## config.mk

```make
export PLATFORM = sky130hd
export DESIGN_NAME = prev_knn_scheduler
export DESIGN_NICKNAME = d
export VERILOG_FILES = /design/src/rtl/prev_knn_scheduler.sv
export SDC_FILE = /design/constraint.sdc
export NUM_CORES = 1
export LEC_CHECK = 0
export ABC_AREA = 1
export CORE_UTILIZATION = 45
export DETAILED_ROUTE_END_ITERATION = 10
export PLACE_DENSITY = 0.75
export SYNTH_ARGS = -nofsm -noshare
export SYNTH_HDL_FRONTEND = slang
export SYNTH_SLANG_ARGS = --single-unit
export TNS_END_PERCENT = 100
```

## constraint.sdc

```tcl
create_clock -name i_clock -period 3.3 [get_ports i_clock]
set_input_delay 0.495 -clock i_clock [delete_from_list [all_inputs] [get_ports i_clock]]
set_output_delay 0.495 -clock i_clock [all_outputs]
set_load 0.005 [all_outputs]
```

## src/rtl/prev_knn_scheduler.sv

```systemverilog
// Purpose : walks the K previous-query neighbours through the comparator for each new query,
//           offers every comparator result to topK and refreshes the running mean at end of pass.
// Latency : 3 cycles per entry (READ, CAPT, SEND) plus one UPDATE cycle; start->done = 3K+1 cycles.
// Backpressure: SEND holds o_out_valid/o_out_entry stable until i_out_ready; no read is issued meanwhile.
//
// Ports:
//   i_clock, i_reset          clock, synchronous active-high reset
//   i_start / o_busy / o_done pass control; start only honoured while idle, done pulses in UPDATE
//   o_rd_en, o_rd_idx, i_rd_data   prev-KNN buffer read port (data returns one cycle after o_rd_en)
//   o_cmp_entry, o_cmp_mean, i_cmp_result   external comparator (combinational)
//   o_out_valid, o_out_entry, i_out_ready   valid/ready stream to topK
//   i_mean_load, i_mean_in    running-mean override
//   o_running_mean, o_taken_count   current mean, entries forwarded with valid=1 this pass

package prev_knn_pkg;
    localparam int KNN_B = 32;

    typedef struct packed {
        logic             valid;
        logic [7:0]       id;
        logic [KNN_B-1:0] distance;
    } knn_entry_t;
endpackage

module prev_knn_scheduler
    import prev_knn_pkg::*;
#(
    parameter int          K         = 8,
    parameter int          LOG2_K    = 3,
    parameter int          B         = KNN_B,
    parameter logic [B-1:0] INIT_MEAN = {B{1'b1}}
) (
    input  logic              i_clock,
    input  logic              i_reset,
    input  logic              i_start,
    output logic              o_busy,
    output logic              o_done,
    output logic              o_rd_en,
    output logic [LOG2_K-1:0] o_rd_idx,
    input  knn_entry_t        i_rd_data,
    output knn_entry_t        o_cmp_entry,
    output logic [B-1:0]      o_cmp_mean,
    input  knn_entry_t        i_cmp_result,
    output logic              o_out_valid,
    output knn_entry_t        o_out_entry,
    input  logic              i_out_ready,
    input  logic              i_mean_load,
    input  logic [B-1:0]      i_mean_in,
    output logic [B-1:0]      o_running_mean,
    output logic [LOG2_K:0]   o_taken_count
);

    localparam logic [2:0] S_IDLE   = 3'd0;
    localparam logic [2:0] S_READ   = 3'd1;
    localparam logic [2:0] S_CAPT   = 3'd2;
    localparam logic [2:0] S_SEND   = 3'd3;
    localparam logic [2:0] S_UPDATE = 3'd4;

    localparam logic [LOG2_K-1:0] IDX_LAST = LOG2_K'(K - 1);
    localparam logic [LOG2_K:0]   K_CNT    = (LOG2_K + 1)'(K);

    logic [2:0]          r_state;
    logic [LOG2_K-1:0]   r_idx;
    logic [B+LOG2_K-1:0] r_sum;
    logic [LOG2_K:0]     r_n_valid;
    logic [LOG2_K:0]     r_taken_count;
    logic [B-1:0]        r_running_mean;
    logic [B-1:0]        r_mean_snap;
    knn_entry_t          r_entry_q;

    logic                w_accept;
    logic [B-1:0]        w_avg;

    assign w_accept = (r_state == S_SEND) && i_out_ready;
    // Truncating divide by K: drop the low LOG2_K bits of the K-entry sum.
    assign w_avg    = r_sum[B+LOG2_K-1:LOG2_K];

    always_ff @(posedge i_clock) begin
        if (i_reset) begin
            r_state        <= S_IDLE;
            r_idx          <= '0;
            r_sum          <= '0;
            r_n_valid      <= '0;
            r_taken_count  <= '0;
            r_running_mean <= INIT_MEAN;
            r_mean_snap    <= INIT_MEAN;
            r_entry_q      <= '0;
        end else begin
            case (r_state)
                S_IDLE: begin
                    if (i_start) begin
                        r_idx         <= '0;
                        r_sum         <= '0;
                        r_n_valid     <= '0;
                        r_taken_count <= '0;
                        // Threshold is frozen here for the whole pass; a same-cycle override counts.
                        r_mean_snap   <= i_mean_load ? i_mean_in : r_running_mean;
                        r_state       <= S_READ;
                    end
                end
                S_READ: begin
                    r_state <= S_CAPT;
                end
                S_CAPT: begin
                    r_entry_q <= i_rd_data;
                    r_state   <= S_SEND;
                end
                S_SEND: begin
                    if (w_accept) begin
                        if (r_entry_q.valid) begin
                            r_sum     <= r_sum + (B + LOG2_K)'(r_entry_q.distance);
                            r_n_valid <= r_n_valid + 1'b1;
                        end
                        r_taken_count <= r_taken_count + (LOG2_K + 1)'(i_cmp_result.valid);
                        if (r_idx == IDX_LAST) begin
                            r_state <= S_UPDATE;
                        end else begin
                            r_idx   <= r_idx + 1'b1;
                            r_state <= S_READ;
                        end
                    end
                end
                S_UPDATE: begin
                    r_state <= S_IDLE;
                end
                default: begin
                    r_state <= S_IDLE;
                end
            endcase

            // Override always wins, including over the end-of-pass average.
            // The average is only trusted when every entry contributed a distance.
            if (i_mean_load) begin
                r_running_mean <= i_mean_in;
            end else if ((r_state == S_UPDATE) && (r_n_valid == K_CNT)) begin
                r_running_mean <= w_avg;
            end
        end
    end

    assign o_busy         = (r_state != S_IDLE);
    assign o_done         = (r_state == S_UPDATE);
    assign o_rd_en        = (r_state == S_READ);
    assign o_rd_idx       = r_idx;
    assign o_cmp_entry    = r_entry_q;
    assign o_cmp_mean     = r_mean_snap;
    assign o_out_valid    = (r_state == S_SEND);
    assign o_out_entry    = (r_state == S_SEND) ? i_cmp_result : '0;
    assign o_running_mean = r_running_mean;
    assign o_taken_count  = r_taken_count;

endmodule

```

==> summary.md <==
| Metric | Value |
|---|---|
| Detail-routed via count per cell | `5.07` |
| Final hold vios | `0` |
| Met2 routed WL | `12,600 um` |
| Hold EP | `o_cmp_mean[31]` |
| RSZ-0062 raised after global routing | `no` |
| Worst Path Max Fanout | `28` |
| First-pass GRT wire length | `44,400 um` |
| Top sig layer | `met4` |
| R2r startpoint | `r_state[2]` |
| Maximum vdd drop | `0.360 mV` |
| Clock latency on the worst-skew pair | `430 ps` |
| CP Data Arrival Time | `2290 ps` |
| Die Y | `142 um` |
| All-Layer GR Usage | `0.281` |
| Worst setup EP type | `output pin` |
| Ys Warns | `0` |
| CTS tree | `yes` |
| Cells on worst reg2reg path | `10` |
| Flop and latch count out of synthesis | `154` |
| Min Tclk post-route | `2790 ps` |
| R2r setup slk | `840 ps` |
| Bufs on Longest Clock Path | `2` |
| TritonCTS sink count | `154` |
| ANT nets after route | `0` |
| Largest net degree at the start of global routing | `65` |
| Worst Setup SP | `r_state[1]` |
| Fraction of layout cells with a size suffix above 1 | `0.0358` |
| Clock skew | `6.27 ps` |
| Sequential area share after synthesis | `0.349` |
| Ys flop type | `dfxtp_1` |
| Root Buffer | `clkbuf_16` |
| Cells after synthesis | `1,386` |
| Core area | `0.0190 mm2` |
| Post-route setup TNS | `0 ps` |
| Number of remaining DRC errors | `0` |
| Port bufs | `275` |
| Worst-path clk slew | `60 ps` |
| Hold path cells | `2` |
| # diodes | `0` |
| Die area | `0.0202 mm2` |
| Mean routed wirelength per cell | `14.7 um` |
| Via Count | `9,665` |
| DRT iter0 DRCs | `613` |
| Min-delay src | `o_cmp_mean[31]` |
| Metal-1 WL | `12,700 um` |
| Worst Tran Pin Value | `726 ps` |
| Post-CTS Setup Bufs | `0` |
| CP bufs+invs | `2` |
| Family with the most delay on the worst path | `buffers and inverters` |
| Power per cell area | `455 mW/mm2` |
| Final Net Count | `1,793` |
| Routed Wire Length | `28,100 um` |
| CTS Hold Bufs | `0` |
| Max Clk Rate | `0.358 GHz` |
| Hold Crit Class | `reg -> reg` |
| Grt total ovfl | `0` |
| Final setup vio count | `0` |
| Metal3 WL | `2070 um` |
| Post-synth ARST share | `0` |
| Initial Util | `0.467` |
| Row count | `50` |
| Critical path data required time | `2800 ps` |
| Post-cts resize count | `0` |
| Slowest CP cell | `clkdlybuf4s50_1` |
| Slew margin rel. | `0.516` |
| Leak | `5.65 nW` |
| Initial DRT Pass Iterations | `8` |
| Max-cap viol count | `0` |
| H-tree levels | `4` |
| Total power | `0.00559 W` |
| Synth Area per Inst | `6.38 um2` |
| Synth unique cells | `44` |
| Run status | `complete, no violations` |
| Critical path's largest stage delay | `580 ps` |
| WS Path Type | `reg -> out` |
| Post-Syn Area | `0.00884 mm2` |
| Initial antenna violation count | `0` |
| Die X | `142 um` |
| I/O Pins | `276` |
| Placer Congestion | `0.935` |
| Post-DP HPWL | `21,000 um` |
| Syn nets | `1,544` |
| Post-synth EDFFs | `0` |
| Slew Limit Fails | `0` |
| Num CTS Buffers | `17` |
| CP Cell Sequence | `nand3_1 -> buf_4 -> nor2_1 -> clkdlybuf4s50_1` |
| RR Endpoint | `r_sum[26]` |
| Setup crit start kind | `register` |
| Area Growth Syn to Fin | `38.9%` |
| Vias in the first global route | `8,883` |
| Tcrit/Tclk final | `0.845` |
## kinds of logic after synthesis
logic type,count (synthesis),share of synthesized area
AO/OA/AOI/OAI,246,0.167
XOR/XNOR,5,0.00495
adder cells (fa/ha/maj),39,0.0560
buffers and inverters,258,0.117
flip-flops,154,0.349
AND/OR/NAND/NOR,684,0.307
## cells in the mapped netlist (3+ instances only)
cell type	n	area [um2]
a211o_1	12	105
a21boi_0	17	128
a21oi_1	103	515
a31oi_1	12	75.1
a41oi_1	17	149
and2_1	3	18.8
buf_2	8	40.0
buf_6	6	67.6
clkbuf_1	41	154
dfxtp_1	154	3080
ha_1	38	475
inv_1	194	728
inv_2	5	18.8
nand2_1	395	1480
nand3_1	46	230
nand3b_1	4	30.0
nand4_1	5	31.3
nor2_1	211	792
nor3_1	10	50.1
o211ai_1	17	128
o21ai_0	54	270
o21ai_1	4	20.0
xor2_1	4	35.0
## flip-flops by register name, summed over array words and instances (netlist names)
register and cells:
r_state 3, o_running_mean 32, o_cmp_mean 32, o_rd_idx 3
o_taken_count 4, r_sum 35, r_n_valid 4, o_cmp_entry 41
## worst reg2reg max path, stage by stage, from the launching register on
cell     delay [ps]
dfxtp_1         360
inv_2            60
nand3_1         220
buf_4           250
or2_2           160
nand2_4          70
nor2_4          260
nand2_2         280
inv_2           440
nand3_1         140
a21oi_1         150
## cells in the final DEF (no fill, tap or decap), drive strengths merged, types with 2 or more instances in the layout
cell type / n
nand2: 398
clkdlybuf4s50: 274
nor2: 213
inv: 205
dfxtp: 154
a21oi: 103
o21ai: 59
nand3: 46
ha: 38
a21boi: 17
o211ai: 17
a41oi: 17
clkbuf: 17
buf: 13
a211o: 12
a31oi: 12
nor3: 10
nand4: 5
clkinvlp: 5
clkinv: 5
nand3b: 4
xor2: 4
and2: 3
or2: 3
o221ai: 2
a22o: 2
## power breakdown
part	internal [W]	leakage (nW)	switching, W
logic	0.000761	4.13	0.000767
clock network	0.000975	0.252	0.000876
registers	0.00206	1.26	0.000152
## worst max path at each step
| stage | depth (start not counted) | end |
|---|---|---|
| 5_1_grt | 4 | o_out_entry[0] |
| 6_report | 4 | o_out_entry[0] |
| 2_1_floorplan | 12 | r_sum[32] |
| 3_5_place_dp | 8 | r_sum[20] |
| 3_3_place_gp | 8 | r_sum[27] |
| 4_1_cts | 4 | o_out_entry[0] |
## area by class of cell
cell class / count / area (um2)
fillers: 1792 / 6670
multi-input cells: 974 / 4720
well taps: 260 / 325
flip-flops and latches: 154 / 3080
clock inverters: 14 / 118
inverters: 201 / 759
clock buffers: 17 / 425
repair buffers: 287 / 2850
## per-layer routing
layer,vias up,global-route usage
met5,-,0
met4,0,0.0973
met3,48,0.0585
met2,368,0.459
met1,4348,0.365
li1,4901,-
## through the flow
step | std cells | hold slack (ps) | cell area (um2) | util | setup WS (ps)
2_1_floorplan | 1386 | 422 | 8840 | - | 1440
3_3_place_gp | 1876 | 434 | 11700 | 0.619 | 855
3_5_place_dp | 1876 | 451 | 11700 | 0.619 | 756
4_1_cts | 1907 | 465 | 12300 | 0.648 | 526
5_1_grt | 1907 | 477 | 12300 | 0.648 | 412
6_report | 1907 | 464 | 12300 | 0.648 | 510
Note: power is estimated with default switching activity, not from simulation.
